--- src/rtl/vend_pkg.sv ---
// Shared types and constants for the vending scheduler: FSM states, coin codes,
// change-coin value and default prices.
package vend_pkg;

    typedef enum logic [1:0] {
        ST_IDLE     = 2'd0,
        ST_DISPENSE = 2'd1,
        ST_CHANGE   = 2'd2
    } vend_state_e;

    localparam logic [1:0] COIN_5  = 2'b01;
    localparam logic [1:0] COIN_10 = 2'b10;

    localparam int CREDIT_W        = 6;
    localparam int CHG_COIN        = 5;

    localparam int DEF_PRICE0      = 15;
    localparam int DEF_PRICE1      = 20;
    localparam int DEF_PRICE2      = 25;
    localparam int DEF_PRICE3      = 10;
    localparam int DEF_MAX_CREDIT  = 30;
    localparam int DEF_TIMEOUT_CYC = 16;

    function automatic logic [CREDIT_W:0] coin_amount(input logic [1:0] code);
        case (code)
            COIN_5:  coin_amount = 7'd5;
            COIN_10: coin_amount = 7'd10;
            default: coin_amount = 7'd0;
        endcase
    endfunction

endpackage

--- src/rtl/vend_timeout_cnt.sv ---
// Dispense-ack watchdog: down-counter reloaded by clr, expired at terminal count.
// Only compiled when VEND_TIMEOUT_EN is defined.
`ifdef VEND_TIMEOUT_EN
module vend_timeout_cnt #(
    parameter int TIMEOUT_CYC = 16
) (
    input  logic clk,
    input  logic rst,
    input  logic en,
    input  logic clr,
    output logic expired
);

    localparam int W = (TIMEOUT_CYC > 1) ? $clog2(TIMEOUT_CYC) : 1;

    logic [W-1:0] cnt;

    // Loaded with TIMEOUT_CYC-1 so expiry lands on the TIMEOUT_CYC-th enabled cycle.
    always_ff @(posedge clk) begin
        if (rst || clr) begin
            cnt <= W'(TIMEOUT_CYC - 1);
        end else if (en && (cnt != '0)) begin
            cnt <= cnt - W'(1);
        end
    end

    assign expired = en && (cnt == '0);

endmodule
`endif

--- src/rtl/vend_sched.sv ---
// Vending-machine credit/dispense/change scheduler.
// Optional dispense-ack timeout enabled by macro VEND_TIMEOUT_EN.
//
// state       | meaning
// ST_IDLE     | accepting coins, selections and cancel
// ST_DISPENSE | disp_req held until disp_ack (or timeout)
// ST_CHANGE   | chg_req held, one 5-rupee coin per chg_ack until credit is 0
module vend_sched
    import vend_pkg::*;
#(
    parameter int PRICE0      = DEF_PRICE0,
    parameter int PRICE1      = DEF_PRICE1,
    parameter int PRICE2      = DEF_PRICE2,
    parameter int PRICE3      = DEF_PRICE3,
    parameter int MAX_CREDIT  = DEF_MAX_CREDIT,
    parameter int TIMEOUT_CYC = DEF_TIMEOUT_CYC
) (
    input  logic                clk,
    input  logic                rst,
    input  logic                coin_valid,
    input  logic [1:0]          coin_val,
    input  logic                sel_valid,
    input  logic [1:0]          sel_id,
    input  logic                cancel,
    output logic                disp_req,
    output logic [1:0]          disp_id,
    input  logic                disp_ack,
    output logic                chg_req,
    input  logic                chg_ack,
    output logic [CREDIT_W-1:0] credit,
    output logic                coin_rej,
    output logic                sel_nack,
    output logic                fault,
    output logic                busy
);

    vend_state_e         state, state_nxt;
    logic [CREDIT_W-1:0] credit_nxt;
    logic [1:0]          disp_id_nxt;
    logic                coin_rej_nxt, sel_nack_nxt;
    logic                fault_nxt;
    logic [CREDIT_W:0]   coin_amt, credit_plus;
    logic [CREDIT_W-1:0] price_sel, price_disp;
    logic                coin_ok, expired;

    function automatic logic [CREDIT_W-1:0] price_of(input logic [1:0] id);
        case (id)
            2'd0:    price_of = CREDIT_W'(PRICE0);
            2'd1:    price_of = CREDIT_W'(PRICE1);
            2'd2:    price_of = CREDIT_W'(PRICE2);
            default: price_of = CREDIT_W'(PRICE3);
        endcase
    endfunction

    assign coin_amt    = coin_amount(coin_val);
    assign coin_ok     = (coin_amt != '0);
    assign credit_plus = {1'b0, credit} + coin_amt;
    assign price_sel   = price_of(sel_id);
    assign price_disp  = price_of(disp_id);

`ifdef VEND_TIMEOUT_EN
    vend_timeout_cnt #(
        .TIMEOUT_CYC(TIMEOUT_CYC)
    ) u_timeout (
        .clk     (clk),
        .rst     (rst),
        .en      (state == ST_DISPENSE),
        .clr     (state != ST_DISPENSE),
        .expired (expired)
    );
`else
    logic unused_timeout;
    assign unused_timeout = TIMEOUT_CYC[0];
    assign expired        = 1'b0;
`endif

    always_ff @(posedge clk) begin
        if (rst) begin
            state    <= ST_IDLE;
            credit   <= '0;
            disp_id  <= '0;
            coin_rej <= 1'b0;
            sel_nack <= 1'b0;
            fault    <= 1'b0;
        end else begin
            state    <= state_nxt;
            credit   <= credit_nxt;
            disp_id  <= disp_id_nxt;
            coin_rej <= coin_rej_nxt;
            sel_nack <= sel_nack_nxt;
            fault    <= fault_nxt;
        end
    end

    always_comb begin
        state_nxt    = state;
        credit_nxt   = credit;
        disp_id_nxt  = disp_id;
        coin_rej_nxt = 1'b0;
        sel_nack_nxt = 1'b0;
        fault_nxt    = 1'b0;
        unique case (state)
            ST_IDLE: begin
                // An effective cancel swallows any selection and rejects any coin.
                if (cancel && (credit != '0)) begin
                    state_nxt    = ST_CHANGE;
                    coin_rej_nxt = coin_valid;
                end else if (coin_valid) begin
                    if (coin_ok && (credit_plus <= (CREDIT_W+1)'(MAX_CREDIT))) begin
                        credit_nxt = credit_plus[CREDIT_W-1:0];
                    end else begin
                        coin_rej_nxt = 1'b1;
                    end
                    sel_nack_nxt = sel_valid;
                end else if (sel_valid) begin
                    if (credit >= price_sel) begin
                        credit_nxt  = credit - price_sel;
                        disp_id_nxt = sel_id;
                        state_nxt   = ST_DISPENSE;
                    end else begin
                        sel_nack_nxt = 1'b1;
                    end
                end
            end
            ST_DISPENSE: begin
                coin_rej_nxt = coin_valid;
                if (disp_ack) begin
                    state_nxt = (credit != '0) ? ST_CHANGE : ST_IDLE;
                end else if (expired) begin
                    fault_nxt  = 1'b1;
                    credit_nxt = credit + price_disp;
                    state_nxt  = ST_CHANGE;
                end
            end
            ST_CHANGE: begin
                coin_rej_nxt = coin_valid;
                if (chg_ack) begin
                    credit_nxt = credit - CREDIT_W'(CHG_COIN);
                    if (credit == CREDIT_W'(CHG_COIN)) begin
                        state_nxt = ST_IDLE;
                    end
                end
            end
            default: state_nxt = ST_IDLE;
        endcase
    end

    assign disp_req = (state == ST_DISPENSE);
    assign chg_req  = (state == ST_CHANGE);
    assign busy     = (state != ST_IDLE);

endmodule

--- config.mk ---
export PLATFORM = sky130hd
export DESIGN_NAME = vend_sched
export DESIGN_NICKNAME = d
export VERILOG_FILES = /design/src/rtl/vend_pkg.sv /design/src/rtl/vend_timeout_cnt.sv /design/src/rtl/vend_sched.sv
export SDC_FILE = /design/constraint.sdc
export NUM_CORES = 1
export LEC_CHECK = 0
export ABC_CLOCK_PERIOD_IN_PS = 2500
export CELL_PAD_IN_SITES_DETAIL_PLACEMENT = 1
export CELL_PAD_IN_SITES_GLOBAL_PLACEMENT = 1
export CORE_ASPECT_RATIO = 1.4
export CORE_UTILIZATION = 36
export DETAILED_ROUTE_END_ITERATION = 6
export GPL_ROUTABILITY_DRIVEN = 0
export GPL_TIMING_DRIVEN = 0
export PLACE_DENSITY_LB_ADDON = 0.12
export SLEW_MARGIN = 10
export SYNTH_ARGS = -nofsm -noshare
export SYNTH_HDL_FRONTEND = slang
export SYNTH_SLANG_ARGS = --single-unit
--- constraint.sdc ---
create_clock -name clk -period 2.5 [get_ports clk]
set_input_delay 0.5 -clock clk [delete_from_list [all_inputs] [get_ports clk]]
set_output_delay 0.5 -clock clk [all_outputs]
set_load 0.05 [all_outputs]
==> results_dict.tcl, run 1 <==
set metrics [dict create \
    status "finished, violations left" \
    violations "negative setup slack" \
    clockBufferDepth 2 \
    insertion_delay_ns 0.25 \
    met3_usage_pct 4.35 \
    antenna_found_initial 0 \
    top_usage_layer "met2" \
    ir_drop_mv 0.568 \
    remaining_drc_errors 0 \
    die_w_um 57.8 \
    first_global_vias 1857 \
    synthArstFlopShare_pct 0 \
    multiInputGateArea_um2 1540 \
    hold_violations 0 \
    grtUsageMet1_pct 25.8 \
    drive_gt1_share_pct 37.5 \
    skew_ns 0.00760 \
    nets 284 \
    grt_first_pass_wirelength_um 8830 \
    fp.dieH_um 80.1 \
    synth_edf_count 0 \
    core-area_um2 4200 \
    hold_path_class "reg2reg" \
    synth-seq-cells 12 \
    seqCellArea_um2 249 \
    core.rowCount 28 \
    p_per_area_nw_per_um2 1100 \
    track_usage_pct 24.5 \
    ant_nets 0 \
    worst_hold_slack_ns 0.484 \
    yosys.area_share.simple_pct 24.9 \
    synth_top_area_share_pct 15.9 \
    synth_xor_area_share_pct 4.94 \
    wl_um 5990 \
    crit_type "reg2reg" \
    yosys.area.top_type "ha_1" \
    yosys.area_share.adder_pct 17.2 \
    leakage_nw 0.932 \
    cts_tree "built" \
    startpoint_type "flop" \
    port_buffers 23 \
    post_drt_wl_per_cell_um 20.2 \
    setup_viol 4 \
    synth_area_leaders "ha_1 16%, dfxtp_1 15%, a21oi_1 5.4%" \
    vias_per_cell 6.14 \
    synth_top_family_by_area "compound AO/OA/AOI/OAI gates" \
    hpwl_um 3970 \
    worst_pin_slew_ns 0.612 \
    dieArea_um2 4630 \
    ys.flop_type "dfxtp_1" \
    pin_count 25 \
    crit_path_end_kind "flop" \
    fillers 491 \
    period_minus_slack_ns 2.53 \
    ff2ff_path_depth 11 \
    setup_ws_ns -0.0299 \
    yosysWarnings 0 \
    syn_area_um2 1570 \
    fin_tns_setup_ns -0.0609 \
    avgSynthCellArea_um2 7.55 \
    area_delta_synth_final_pct 55.1 \
    clock-root-buffer "clkbuf_8" \
    overflow 0 \
    synthMuxAreaShare_pct 1.27 \
    cts.clk_slew.worst_paths_ns 0.06 \
    num_vias 1817 \
    grt_setup_unrepaired "yes" \
    clock-sinks 12 \
    firstDrtPassIters 4 \
    syn_inst 208 \
    synth_fp_nets 240 \
    ys_seq_area_share_pct 15.3 \
    htreeDepth 1 \
    antenna_cells 0 \
    synth-compound-area-share_pct 27.7 \
    initial_core_util_pct 37.4 \
    grtUsageMet2_pct 46.4 \
    fmax_ghz 0.395 \
    grt_max_degree 11 \
    crit_required_ns 2.62 \
    synth_cell_type_count 56 \
    path_max_fanout 9 \
    finalCritPeriodShare_pct 101 \
    holdPathStages 2 \
    slew_viol_final 0 \
    relSlewSlack_pct 59.2 \
    cts-buffers-inserted 3 \
    maxCapViolCount 0 \
    drt_iter0_drc 95 \
    arrival_ns 2.65 \
]
-- cell usage after synthesis (3+ instances only) --
cell type,instances
nand2b_1,6
nand3_1,7
inv_1,19
ha_1,20
nor4_1,5
xnor2_1,3
a31oi_1,6
xor2_1,4
nand2_1,10
a21oi_1,17
or4_1,4
o21ai_0,8
dfxtp_1,12
o211ai_1,3
a211oi_1,5
clkbuf_1,5
and2_1,5
nor2_1,18
nor3_1,6
-- layer usage --
layer | routed length (um) | share of wire [%]
met1 | 2400 | 40
met2 | 3150 | 53
met3 | 184 | 3.1
met4 | 254 | 4.2
met5 | 0 | 0
-- cell families after synthesis --
logic type / count (synthesis)
flip-flops: 12
AND/OR/NAND/NOR: 73
other: 1
AO/OA/AOI/OAI: 60
adder cells (fa/ha/maj): 21
buffers and inverters: 31
multiplexers: 2
XOR/XNOR: 8
-- final cells by class --
| class | count | area share, % |
|---|---|---|
| Sequential cell | 12 | 10.2 |
| Buffer | 11 | 2.93 |
| Clock buffer | 4 | 2.26 |
| Inverter | 19 | 3.24 |
| Timing Repair Buffer | 40 | 15.7 |
| Tap cell | 45 | 2.31 |
| Multi-Input combinational cell | 165 | 63.4 |
-- path summary, 6_finish.rpt --
| path | end | slack (ns) | startpoint |
|---|---|---|---|
| setup reg to reg | credit[5] | -0.03 | credit[0] |
| setup / recovery | credit[5] | -0.03 | credit[0] |
| hold / removal | disp_id[0] | 0.48 | disp_id[0] |
| hold reg to reg | disp_id[0] | 0.48 | disp_id[0] |
-- stage by stage --
stage	setup WS (ns)	area, um^2	cells	utilization, %	power [mW]
after detailed placement	-1.02	1890	276	45.0	1.92
after global routing	-0.148	2430	296	57.9	2.85
after CTS	0.00922	2190	290	52.1	2.38
final	-0.0299	2430	296	57.9	2.68
after floorplan	-0.0412	1610	208	-	1.49
after global placement	-0.908	1890	276	45.0	1.87
-- repair_timing --
| action | 4_1_cts | 5_1_grt |
|---|---|---|
| buffers inserted | 10 | 6 |
| pin swaps | 12 | 20 |
| gates resized for setup | 52 | 48 |
| cloned | 1 | 0 |
| endpoints found under the setup margin | 11 | 9 |
| hold buffers | 0 | 0 |
-- critical path, stage by stage, from the launching register on --
cell and delay (ns):
dfxtp_4 0.39, inv_2 0.10, ha_1 0.16, inv_1 0.05, fa_2 0.39, nand3_4 0.13
a31oi_4 0.09, o211ai_1 0.34, o22ai_2 0.21, nor4b_2 0.21, a211oi_2 0.23, o41ai_2 0.09
-- layout by cell type, fill, tap and decap left out, drive strengths merged, types with 6 or more instances in the layout --
master / synthesis / final
clkdlybuf4s50: 0 / 19
nand2b: 6 / 6
nor3: 6 / 6
nor2: 18 / 18
ha: 20 / 20
a21oi: 18 / 18
nand3: 7 / 7
a31oi: 6 / 6
inv: 19 / 19
nand2: 10 / 10
a211oi: 7 / 7
dfxtp: 12 / 12
clkbuf: 7 / 11
buf: 5 / 25
o21ai: 8 / 8
-- power breakdown --
group | internal (mW) | switching [mW]
combinational | 0.863 | 1.23
clock | 0.140 | 0.0875
sequential | 0.260 | 0.104
total | 1.26 | 1.42
-- state kept, by name, summed over array words and instances (netlist names) --
name	count
coin_rej	1
credit	6
disp_id	2
sel_nack	1
state	2
No activity file was read; power rests on OpenSTA's default activity.
==> run 2: changes to the inputs <==
CORE_ASPECT_RATIO = unset   (was 1.4)
==> results_dict.tcl, run 2 (same netlist as run 1, synthesis figures left out) <==
set metrics [dict create \
    first_global_vias 1872 \
    pin_count 25 \
    layout_common_cells "25 x buf_4, 18 x clkdlybuf4s50_1, 16 x nor2_1" \
    top_regs "credit (6), disp_id (2), state (2)" \
    final_util_pct 61.5 \
    arrival_ns 2.70 \
    post_drt_wl_per_cell_um 21.2 \
    top_register "credit" \
    grt_setup_unrepaired "yes" \
    initial_core_util_pct 38.4 \
    fmax_ghz 0.393 \
    drt_iter0_drc 104 \
    crit_required_ns 2.66 \
    startpoint_type "input pin" \
    nets 294 \
    slowest_stage "or3_1" \
    track_usage_pct 27.9 \
    clock-root-buffer "clkbuf_8" \
    dieArea_um2 4630 \
    core.rowCount 23 \
    worst_pin_slew_ns 0.631 \
    remaining_drc_errors 0 \
    top_usage_layer "met2" \
    antenna_cells 0 \
    grt_first_pass_wirelength_um 9530 \
    violations "negative setup slack" \
    insertion_delay_ns 0.25 \
    area_delta_synth_final_pct 60.0 \
    slew_viol_final 0 \
    hold_path_class "reg2reg" \
    num_vias 1917 \
    port_buffers 23 \
    skew_ns 0.00335 \
    grtUsageMet1_pct 34.6 \
    ir_drop_mv 0.570 \
    status "finished, violations left" \
    core-area_um2 4090 \
    hold_violations 0 \
    grtUsageMet2_pct 49.1 \
    path_cells "buf_12 > inv_4 > ha_4 > o21bai_1 > ha_2 > buf_4 > o21ai_0 > a21oi_2 > or3_1 > a31oi_1 > nand3_1 > o311ai_1" \
    crit_type "in2reg" \
    p_per_area_nw_per_um2 1130 \
    period_minus_slack_ns 2.55 \
    stdcell_area_um2 2510 \
    clock-sinks 12 \
    htreeDepth 1 \
    hpwl_um 4100 \
    clockBufferDepth 2 \
    drive_gt1_share_pct 37.9 \
    fp.dieH_um 68.0 \
    largest_reg_flops 6 \
    cts_tree "built" \
    cp_top_family "compound AO/OA/AOI/OAI gates" \
    overflow 0 \
    crit_path_end_kind "flop" \
    leakage_nw 0.977 \
    cts-buffers-inserted 3 \
    crit_buf_inv 3 \
    mostFrequentLayoutCell "buf_4" \
    maxCapViolCount 0 \
    post_dp_cell_area_um2 1900 \
    max_stage_delay_ns 0.39 \
    ant_nets 0 \
    die_w_um 68.0 \
    firstDrtPassIters 6 \
    cts.clk_slew.worst_paths_ns 0.06 \
    setup_ws_ns -0.0453 \
    fin_tns_setup_ns -0.0618 \
    antenna_found_initial 0 \
    path_max_fanout 4 \
    wl_um 6610 \
    hold_buffers 0 \
    grt_max_degree 11 \
    met3_usage_pct 5.00 \
    relSlewSlack_pct 58.0 \
    setup_viol 2 \
    finalCritPeriodShare_pct 102 \
    vias_per_cell 6.16 \
]
==> run 2: final cells by class <==
cell class              count  area, um^2
fillers                   470        1570
flip-flops and latches     12         249
clock buffers               4        55.1
plain buffers              11        71.3
inverters                  19        81.3
multi-input cells         165        1540
repair buffers             50         455
well taps                  50        62.6
==> run 2: per-stage QoR <==
stage          setup slack (ns)  instances  total power [mW]  hold slack [ns]
3_3_place_gp             -0.919        281              1.87            0.472
5_1_grt                  -0.101        311              2.99            0.558
2_1_floorplan           -0.0412        208              1.49            0.583
6_report                -0.0453        311              2.84            0.519
4_1_cts                 0.00592        300              2.46            0.521
3_5_place_dp              -1.08        281              1.96            0.487
==> run 2: repair_timing <==
action                                  4_1_cts  5_1_grt
gates resized for setup                      55       48
setup buffers                                15       10
endpoints found under the setup margin       11       12
pin swaps                                    16       16
gates cloned                                  1        1
==> run 2: worst reg2reg max path, cell delays in order, from the launching register on <==
cell	delay (ns)
dfxtp_4	0.35
buf_4	0.17
and2_4	0.16
ha_4	0.16
a21oi_4	0.17
xor2_1	0.22
nand3_1	0.12
and4b_1	0.32
a21oi_4	0.06
buf_6	0.13
or4_1	0.40
nand3_1	0.10
==> run 2: final timing paths <==
path	startpoint	endpoint	slack, ns	cells after the start
worst max-delay path	sel_id[0]	credit[3]	-0.05	12
worst min-delay path	credit[0]	credit[0]	0.52	2
worst max register to register	credit[0]	credit[1]	0.08	11
worst min register to register	credit[0]	credit[0]	0.52	2
==> run 2: layer usage <==
metal  vias to the layer above  share of wire [%]
met5                         -                  0
met4                         0                3.1
met2                        63                 53
met3                        24                4.1
met1                       954                 40
li1                        876                  -
==> run 2: power breakdown <==
part	internal [mW]	total, mW	switching (mW)	leakage [nW]
Clock	0.140	0.222	0.0827	0.0288
Sequential	0.260	0.351	0.0911	0.100
Combinational	0.934	2.26	1.33	0.848
Total	1.33	2.84	1.50	0.977
==> run 3: changes to the inputs <==
ABC_CLOCK_PERIOD_IN_PS = unset   (was 2500)
PLACE_DENSITY_LB_ADDON = 0.3   (was 0.12)
==> results_dict.tcl, run 3 (same netlist as run 1, synthesis figures left out) <==
set metrics [dict create \
    place_ws_ns -0.977 \
    fp.dieH_um 68.0 \
    top_register "credit" \
    grt_max_degree 11 \
    post_dp_cell_area_um2 1900 \
    dieArea_um2 4630 \
    skew_ns 0.0101 \
    hpwl_um 3770 \
    max_stage_delay_ns 0.38 \
    setup_ws_ns -0.161 \
    nets 295 \
    core-area_um2 4090 \
    maxCapViolCount 0 \
    layout_common_cells "27 x buf_4, 18 x clkdlybuf4s50_1, 15 x nor2_1" \
    slew_viol_final 0 \
    hold_path_class "reg2reg" \
    ir_drop_mv 0.528 \
    violations "negative setup slack" \
    core.rowCount 23 \
    initial_core_util_pct 38.4 \
    period_minus_slack_ns 2.66 \
    pin_count 25 \
    cp_top_family "compound AO/OA/AOI/OAI gates" \
    slowest_stage "ha_1" \
    antenna_found_initial 0 \
    track_usage_pct 24.6 \
    crit_buf_inv 3 \
    total_power_mw 2.88 \
    drive_gt1_share_pct 38.5 \
    leakage_nw 1.00 \
    antenna_cells 0 \
    port_buffers 23 \
    grt_first_pass_wirelength_um 8420 \
    cts-buffers-inserted 3 \
    path_max_fanout 5 \
    crit_required_ns 2.62 \
    largest_reg_flops 6 \
    vias_per_cell 6.19 \
    num_vias 1930 \
    firstDrtPassIters 4 \
    top_regs "credit (6), disp_id (2), state (2)" \
    worst_hold_slack_ns 0.539 \
    htreeDepth 1 \
    clockBufferDepth 2 \
    grt_setup_unrepaired "yes" \
    first_global_vias 1765 \
    status "finished, violations left" \
    drt_iter0_drc 104 \
    area_delta_synth_final_pct 62.8 \
    setup_viol 10 \
    remaining_drc_errors 0 \
    worst_pin_slew_ns 0.583 \
    die_w_um 68.0 \
    arrival_ns 2.78 \
    wl_um 7550 \
    clock-sinks 12 \
    stdcell_area_um2 2560 \
    hold_violations 0 \
    cts_tree "built" \
    insertion_delay_ns 0.26 \
    post_drt_wl_per_cell_um 24.2 \
    path_cells "buf_12 > ha_4 > o21bai_1 > ha_1 > nand4_1 > a31oi_4 > o211ai_1 > o22ai_2 > buf_6 > buf_4 > nor3_4 > a21oi_2 > o311ai_2" \
    startpoint_type "input pin" \
    mostFrequentLayoutCell "buf_4" \
    hold_buffers 0 \
    finalCritPeriodShare_pct 106 \
    ant_nets 0 \
    clock-root-buffer "clkbuf_8" \
    p_per_area_nw_per_um2 1130 \
    crit_path_end_kind "flop" \
    relSlewSlack_pct 61.1 \
    cts.clk_slew.worst_paths_ns 0.06 \
    overflow 0 \
    fmax_ghz 0.376 \
    crit_type "in2reg" \
]
run 3: per-stage QoR:
stage | setup TNS [ns] | cells | util, %
global placement | -8.54 | 281 | 46.5
finish | -1.05 | 312 | 62.6
floorplan | -0.0489 | 208 | -
global route | -1.74 | 312 | 62.6
detailed placement | -9.29 | 281 | 46.5
CTS | -0.00598 | 296 | 52.7
run 3: metal layers:
| metal | part of all wire [%] | track usage [%] | up-vias |
|---|---|---|---|
| met5 | 0 | 0 | - |
| met4 | 6.5 | 6.25 | 0 |
| met3 | 2.9 | 3.67 | 42 |
| met2 | 51 | 44.0 | 64 |
| met1 | 40 | 30.3 | 954 |
| li1 | - | - | 870 |
run 3: final timing paths:
kind | endpoint | cells after the start | slack, ns | from
min reg2reg | disp_id[0] | 2 | 0.54 | disp_id[0]
min | disp_id[0] | 2 | 0.54 | disp_id[0]
max reg2reg | credit[1] | 10 | -0.13 | credit[0]
max | credit[3] | 13 | -0.16 | sel_id[0]
run 3: final cells by class:
class / instances / area (um^2)
buffer: 11 / 75.1
fill: 461 / 1530
inverter: 19 / 88.8
tap: 50 / 62.6
timing repair buffer: 51 / 473
multi-input combinational: 165 / 1550
sequential: 12 / 249
clock buffer: 4 / 55.1
run 3: what timing repair did:
| action | in CTS | in global routing |
|---|---|---|
| cloned | 1 | 1 |
| gates resized for setup | 46 | 68 |
| setup buffers | 12 | 15 |
| pin swaps | 12 | 21 |
| endpoints found under the setup margin | 11 | 10 |
run 3: worst reg2reg max path, stage by stage (launching register included):
cell	delay (ns)
dfxtp_4	0.36
inv_2	0.10
ha_4	0.15
inv_1	0.06
fa_2	0.37
nand3_2	0.12
a31oi_4	0.09
o211ai_1	0.45
o22ai_2	0.25
or4_1	0.52
nand3_1	0.09
run 3: power by group:
part	switching, mW	internal [mW]
Clock	0.0874	0.140
Sequential	0.0969	0.260
Combinational	1.37	0.922
Total	1.56	1.32
